<file path="config.mk">
export PLATFORM = sky130hd
export DESIGN_NAME = lattice_result_arbiter
export DESIGN_NICKNAME = d
export VERILOG_FILES = /design/src/rtl/lattice_result_arbiter.sv
export SDC_FILE = /design/constraint.sdc
export NUM_CORES = 2
export LEC_CHECK = 0
export BUFFER_PORTS_ARGS = -buffer_cell sky130_fd_sc_hd__clkbuf_2
export CAP_MARGIN = 20
export CORE_AREA = 5 5 418 420
export CTS_CLUSTER_SIZE = 20
export DETAILED_ROUTE_END_ITERATION = 12
export DIE_AREA = 0 0 423 425
export GPL_TIMING_DRIVEN = 0
export PLACE_DENSITY = 0.55
export SETUP_SLACK_MARGIN = 0.02
export SLEW_MARGIN = 40
export SYNTH_ARGS = -nofsm -noshare
export SYNTH_HDL_FRONTEND = slang
export SYNTH_SLANG_ARGS = --single-unit
</file>
<file path="constraint.sdc">
create_clock -name clk -period 7.7 [get_ports clk]
set_input_delay 0.385 -clock clk [delete_from_list [all_inputs] [get_ports clk]]
set_output_delay 0.385 -clock clk [all_outputs]
set_load 0.01 [all_outputs]
</file>
<file path="src/rtl/lattice_result_arbiter.sv">
// Two-stage compact-target compare across LANES hash lanes, feeding a hit queue of processor indices.
// Build macro LATTICE_HIT_QUEUE_EN selects a FIFO_DEPTH-entry queue; without it a single holding register is used.
module lattice_result_arbiter #(
    parameter int LANES      = 4,
    parameter int BASE_INDEX = 0,
    parameter int FIFO_DEPTH = 4,
    parameter int IDX_W      = 8
) (
    input  logic                 clk,
    input  logic                 rst,
    input  logic [LANES-1:0]     hash_valid,
    input  logic                 hash_new,
    input  logic [LANES*256-1:0] hash,
    input  logic [31:0]          difficulty,
    output logic                 valid_o,
    output logic                 newblock_o,
    output logic                 success,
    output logic                 res_valid,
    input  logic                 res_ready,
    output logic [IDX_W-1:0]     res_index,
    output logic                 overflow
);

    logic [7:0]   w_exp;
    logic [23:0]  w_mant;
    logic [7:0]   w_shl;
    logic [7:0]   w_shr;
    logic [255:0] w_target;

    assign w_exp  = difficulty[31:24];
    assign w_mant = difficulty[23:0];
    assign w_shl  = (w_exp - 8'd3) << 3;
    assign w_shr  = (8'd3 - w_exp) << 3;

    always_comb begin
        w_target = {232'd0, w_mant};
        if (w_exp > 8'd34) begin
            w_target = '1;
        end else if (w_exp >= 8'd3) begin
            w_target = {232'd0, w_mant} << w_shl;
        end else begin
            w_target = {232'd0, w_mant} >> w_shr;
        end
    end

    logic [LANES*256-1:0] r_s1_hash;
    logic [255:0]         r_s1_target;
    logic [LANES-1:0]     r_s1_valid;
    logic                 r_s1_new;
    logic [LANES-1:0]     w_hit;
    logic [LANES-1:0]     r_s2_hit;
    logic                 r_s2_valid;
    logic                 r_s2_new;

    // Data registers need no reset: nothing downstream looks at them without a valid bit.
    always_ff @(posedge clk) begin
        r_s1_hash   <= hash;
        r_s1_target <= w_target;
    end

    always_ff @(posedge clk) begin
        if (rst) begin
            r_s1_valid <= '0;
            r_s1_new   <= 1'b0;
        end else begin
            r_s1_valid <= hash_valid;
            r_s1_new   <= hash_new;
        end
    end

    always_comb begin
        w_hit = '0;
        for (int k = 0; k < LANES; k++) begin
            w_hit[k] = r_s1_valid[k] && (r_s1_hash[256*k +: 256] <= r_s1_target);
        end
    end

    always_ff @(posedge clk) begin
        if (rst) begin
            r_s2_hit   <= '0;
            r_s2_valid <= 1'b0;
            r_s2_new   <= 1'b0;
        end else begin
            r_s2_hit   <= w_hit;
            r_s2_valid <= |r_s1_valid;
            r_s2_new   <= r_s1_new;
        end
    end

    assign valid_o    = r_s2_valid;
    assign newblock_o = r_s2_new;
    assign success    = |r_s2_hit;

    logic w_pop;
    logic w_flush;
    logic w_ovf_set;
    logic r_overflow;

    assign w_pop    = res_valid && res_ready;
    assign w_flush  = r_s2_new;
    assign overflow = r_overflow;

`ifdef LATTICE_HIT_QUEUE_EN
    localparam int PTR_W = (FIFO_DEPTH > 1) ? $clog2(FIFO_DEPTH) : 1;
    localparam int CNT_W = $clog2(FIFO_DEPTH + 1);

    logic [IDX_W-1:0] r_mem     [FIFO_DEPTH];
    logic [IDX_W-1:0] w_mem_nxt [FIFO_DEPTH];
    logic [PTR_W-1:0] r_rd_ptr;
    logic [PTR_W-1:0] r_wr_ptr;
    logic [CNT_W-1:0] r_count;
    logic [PTR_W-1:0] w_rd_nxt;
    logic [PTR_W-1:0] w_wr_nxt;
    logic [CNT_W-1:0] w_cnt_nxt;

    // Pop and flush free space first, so a full queue can take a push on the popping cycle.
    always_comb begin
        w_mem_nxt = r_mem;
        w_ovf_set = 1'b0;
        if (w_flush) begin
            w_rd_nxt  = '0;
            w_wr_nxt  = '0;
            w_cnt_nxt = '0;
        end else begin
            w_rd_nxt  = r_rd_ptr + PTR_W'(w_pop);
            w_wr_nxt  = r_wr_ptr;
            w_cnt_nxt = r_count - CNT_W'(w_pop);
        end
        for (int k = 0; k < LANES; k++) begin
            if (r_s2_hit[k]) begin
                if (w_cnt_nxt < CNT_W'(FIFO_DEPTH)) begin
                    w_mem_nxt[w_wr_nxt] = IDX_W'(BASE_INDEX + k);
                    w_wr_nxt            = w_wr_nxt + 1'b1;
                    w_cnt_nxt           = w_cnt_nxt + 1'b1;
                end else begin
                    w_ovf_set = 1'b1;
                end
            end
        end
    end

    always_ff @(posedge clk) begin
        if (rst) begin
            for (int i = 0; i < FIFO_DEPTH; i++) begin
                r_mem[i] <= '0;
            end
            r_rd_ptr   <= '0;
            r_wr_ptr   <= '0;
            r_count    <= '0;
            r_overflow <= 1'b0;
        end else begin
            r_mem      <= w_mem_nxt;
            r_rd_ptr   <= w_rd_nxt;
            r_wr_ptr   <= w_wr_nxt;
            r_count    <= w_cnt_nxt;
            r_overflow <= (r_overflow && !w_flush) || w_ovf_set;
        end
    end

    assign res_valid = (r_count != '0);
    assign res_index = r_mem[r_rd_ptr];
`else
    logic             r_hold_valid;
    logic [IDX_W-1:0] r_hold_idx;
    logic             w_free;
    logic             w_found;
    logic [IDX_W-1:0] w_cap_idx;
    logic             w_depth_unused;

    // The queue depth only sizes the queued build.
    assign w_depth_unused = (FIFO_DEPTH > 1);

    always_comb begin
        w_free    = !r_hold_valid || w_pop || w_flush;
        w_found   = 1'b0;
        w_cap_idx = r_hold_idx;
        w_ovf_set = 1'b0;
        for (int k = 0; k < LANES; k++) begin
            if (r_s2_hit[k]) begin
                if (w_free && !w_found) begin
                    w_found   = 1'b1;
                    w_cap_idx = IDX_W'(BASE_INDEX + k);
                end else begin
                    w_ovf_set = 1'b1;
                end
            end
        end
    end

    always_ff @(posedge clk) begin
        if (rst) begin
            r_hold_valid <= 1'b0;
            r_hold_idx   <= '0;
            r_overflow   <= 1'b0;
        end else begin
            r_hold_valid <= w_found || (r_hold_valid && !w_pop && !w_flush);
            r_hold_idx   <= w_cap_idx;
            r_overflow   <= (r_overflow && !w_flush) || w_ovf_set;
        end
    end

    assign res_valid = r_hold_valid;
    assign res_index = r_hold_idx;
`endif

endmodule

</file>
# Word-level counts from Yosys, hierarchy flattened
# Index checks and enable logic that the tools add are counted.
# totals
out_inout_bits,13
elab_cells,68
ff_bits,1301
input_bits,1064
# op_classes
n_shift,2
muxes,25
order_cmp,6
n_reduce_logical,23
addsub,2
# ops
operator,n
<= comparator 256 bit,4
2-to-1 mux 256 bit,1
left shift 24 x 8 -> 256 bit,1
right shift 24 x 8 -> 256 bit,1
2-to-1 mux 8 bit,8
2-to-1 mux 1 bit,16
logical AND 1 bit,11
greater-or-equal comparator 8 x 2 -> 1 bit (second input constant),1
greater-than comparator 8 x 6 -> 1 bit (second input constant),1
OR reduction 4 bit,2
zero test 1 bit,6
subtractor 2 x 5 -> 5 bit (first input constant),1
subtractor 5 x 2 -> 5 bit (second input constant),1
logical OR 1 bit,4

# Logic depth before layout (Yosys ltp)
# logic_depth
word_depth,18
ltp_mapped,11
mapped_depth_nobuf,11

# Least setup slack after synthesis
# No wires, ideal clock.
# synth_timing
kind,flip-flop to flip-flop
from,register r_s1_target[239]
to,register r_s2_hit[0]
t_arrival_ps,2583
period_less_slack_ps,2658
path_stages_with_launch,12
required_ps,7626
setup_ps,74
path_buffers,0
slack_ps,5042
cell_sequence,dfxtp_1 -> inv_1 -> ha_1 -> nand4_1 -> nor4_1 -> nand4_1 -> or4_4 -> nor4_2 -> nand4_1 -> nand3b_1 -> or3_1 -> o21ai_0
# synth_between
elab_chain_cells,2
# synth_rtl
element,line,source
"start, declared",47,logic [255:0] r_s1_target;
"start signal, assigned",58,r_s1_target <= w_target;
<= comparator 256 bit,74,w_hit[k] = r_s1_valid[k] && (r_s1_hash[256*k +: 256] <= r_s1_target);
logical AND 1 bit,74,
"end signal, assigned",84,r_s2_hit <= w_hit;
"end, declared",51,logic [LANES-1:0] r_s2_hit;
# No other way between the ends.
# A chain may end at the register's enable or synchronous reset.

# Final worst setup path
# layout_timing
from,register r_s1_target[235]
to,register r_s2_hit[0]
# The elaborated chain is that of the path after synthesis.

==> metrics <==
outcome=finished clean; setup repair after global routing missed its margin=false; DR iter-0 viols=3314; global-route wire length before repair=352.1 mm; Post-synth EDFFs=0; Post-synth ARST share=0%; endpoints failing hold=0; Critical Path Source Type=flip-flop; wire per inst=26.98 um; Synth area leaders=dfxtp_1, ha_1, o21ai_0, a21oi_1, a21o_1; aggregate negative setup slack=0 ps; number of buffers inserted for hold repair after clock tree synthesis=1051; Setup violations, final=0; total of buffers placed on input and output ports=1075; total clock buffers created by CTS=149; Row Count=152; simple-gate share of the synthesized area=8.478%; CTS resizes=0; Clk pwr share=43.2%; residual overflow from global routing=0; area leader, netlist=dfxtp_1; Sequential Area=26050 um2; remaining number of nets flagged by the antenna check after routing=0; portion of the post-synthesis area used by sequential elements=49.90%; share of cells above drive strength 1=20.32%; part of the cycle the worst path needs=60.67%; starting utilization of the core area=30.60%; ratio of total power to cell area=221.0 nW/um2; worst-margin pin slew=882.7 ps; Die Width=423 um; Crit-path slowest cell=nor4_2; clock latency on the worst-skew pair=800 ps; launch point of the worst path=r_s1_target[235]; worst clock skew on the final layout=34.41 ps; Commonest cells post-synth=dfxtp_1, ha_1, o21ai_0; top-area cell type share of the netlist area=49.90%; origin of the critical flop-to-flop path=r_s1_target[235]; Avg Vias per Cell=4.925; number of nets in the layout=9160; number of nets produced by synthesis=6848; Hold Path Class=in2reg; critical path peak fanout=4; TritonCTS clock tree=built; sw frac=26.55%; crit end category=flip-flop; main combinational cell family by area after synthesis=adder cells; Sinks on Clock Net=1301; detailed-router iteration count before antenna repair=6; post-synthesis register bit count=1301; category of the most critical setup path=reg2reg; gpl congestion=0.9362; maximum clock insertion buffer count=3; die height=425 um; total of warnings raised by yosys=0; portion of total power attributed to combinational logic=14.2%; start point of the worst min-delay path=difficulty[4]; standard cell core area=170600 um2; Max stage delay on crit path=590 ps; Max Slew Vio Count=0; required time reported for the critical path endpoint=8380 ps; H-Tree Level Count=4; xor/xnor cell area share of the yosys netlist=0.08389%; Static Leakage=0.03871 uW; Syn Area/Cell=10.97 um2; antenna violations before repair=121; most frequent cell after synthesis=dfxtp_1; half-perimeter wire length after placement=205.6 mm; dominant cell type by count on the critical path=nand4_1; GRT Util Overall=27.65%; slew margin rel.=40.76%; peak supply drop=0.1984 mV; Synth cell types=66; number of max-cap violations=0; clock-pin slew on the worst setup and hold paths=60 ps; Total Die Area=179800 um2; number of global-route vias before repair=50017; worst endpoint data arrival time=5360 ps; pin count of the biggest net entering global routing=17; CTS Root Cell=clkbuf_16; number of I/O pins=1077; time the worst path needs with I/O delays and setup=4672 ps; Compound-Gate Fraction of Synth Area=13.83%; f_max=214.1 MHz; multi-input combinational cell area=25370 um2; layout overhead on the synthesized area=48.10%; multiplexer share of the synthesized area=0.5130%; filler-free cell count of the finished design=9512; Post-CTS Repair Setup Buffers=0; Cell Count Post-Placement=8101; Synth Area in Adders=24.61%; cell count after synthesis=4758; DRC violation count after routing=0; WL final=256.6 mm; most common flop cell mapped by yosys=dfxtp_1; routed via count=46849; post-synthesis instance area=52200 um2; Internal Dissipation=12550 uW; number of inserted filler cells in the final layout=15703; Seq pwr share=42.6%; Critical Path, Cell by Cell=inv_1, ha_1, nand4_1, nor4_1, nand4_1, or4_4, nor4_2, nand4_1, nand3b_1, o21ai_0, o21ai_0; sw power=4535 uW
[power by group through the flow]
stage | registers, uW | logic, uW | clock network (uW)
global route | 7300 | 2630 | 7780
finish | 7280 | 2420 | 7380
detailed placement | 7420 | 1900 | 0
CTS | 7280 | 2390 | 7490
floorplan | 7330 | 885 | 0
global placement | 7430 | 1740 | 0
[per-layer routing]
layer	GRT usage (%)	up-vias	wire [um]
li1	-	22192	-
met1	31.41	22132	99930
met2	48.25	1812	125300
met3	5.442	673	14730
met4	16.21	40	16410
met5	0	-	273
[logic make-up after synthesis]
family | Yosys count
xor+xnor | 5
mux | 25
fa+ha+maj | 1027
compound gates | 1201
simple gates | 840
buf+inv | 359
flops | 1301
[path summary, 6_finish.rpt]
kind                                  endpoint  slack [ps]  depth (start not counted)
worst max register to register     r_s2_hit[0]        3030                         11
worst min-delay path            r_s1_target[4]         100                          3
worst max-delay path               r_s2_hit[0]        3030                         11
worst min register to register      newblock_o         450                          1
[cell type report]
class,instances,area share (%)
Sequential cell,1301,33.69
Multi-Input combinational cell,3098,32.82
Timing Repair Buffer,2161,21.23
Clock buffer,200,5.490
Tap cell,2233,3.614
Inverter,286,1.389
Clock inverter,70,1.102
Buffer,73,0.3722
Antenna cell,90,0.2913
[placed cells by master (no fill, tap or decap), drive strengths merged, types with 12 or more instances in the layout]
| cell type | count |
|---|---|
| clkbuf | 1342 |
| dfxtp | 1301 |
| dlygate4sd3 | 1051 |
| ha | 1026 |
| o21ai | 391 |
| a21oi | 376 |
| inv | 296 |
| nand4 | 221 |
| a21o | 218 |
| nand2 | 216 |
| nor2 | 98 |
| diode | 90 |
| nand3 | 65 |
| nor2b | 50 |
| nor3 | 50 |
| nor4 | 48 |
| buf | 41 |
| a211oi | 39 |
| clkinv | 33 |
| a221oi | 22 |
| nand2b | 19 |
| o211ai | 17 |
| and4 | 17 |
| a32oi | 16 |
| a31oi | 16 |
| o221ai | 15 |
| mux2 | 14 |
| bufinv | 14 |
| clkinvlp | 13 |
| or3 | 12 |
| a22oi | 12 |
| a221o | 12 |
[stage by stage]
stage          power [uW]  setup slack, ps  hold slack, ps  utilization [%]  cell area, um2
4_1_cts             17160             2765           5.027            45.18           77070
3_5_place_dp         9323             2766           436.6            36.02           61450
5_1_grt             17720             2927           58.66            45.28           77250
6_report            17080             3028           104.8            45.32           77310
3_3_place_gp         9170             1104           419.1            35.39           60370
2_1_floorplan        8211             5042           412.7                -           52200
[critical path, delay by kind of cell, from the launching register on]
family / cells / cell delay [ps]
AO/OA/AOI/OAI: 2 / 520
adder cells (fa/ha/maj): 1 / 360
buffers and inverters: 1 / 140
flip-flops: 1 / 300
AND/OR/NAND/NOR: 7 / 3220
[registers in the layout, summed over array words and instances, names as in the netlist]
signal and flops:
r_s1_target 256, res_valid 1, r_s1_new 1, valid_o 1, r_s1_valid 4, r_s2_hit 4, res_index 8, newblock_o 1
overflow 1, r_s1_hash 1024
Note: power is estimated with default switching activity, not from simulation.
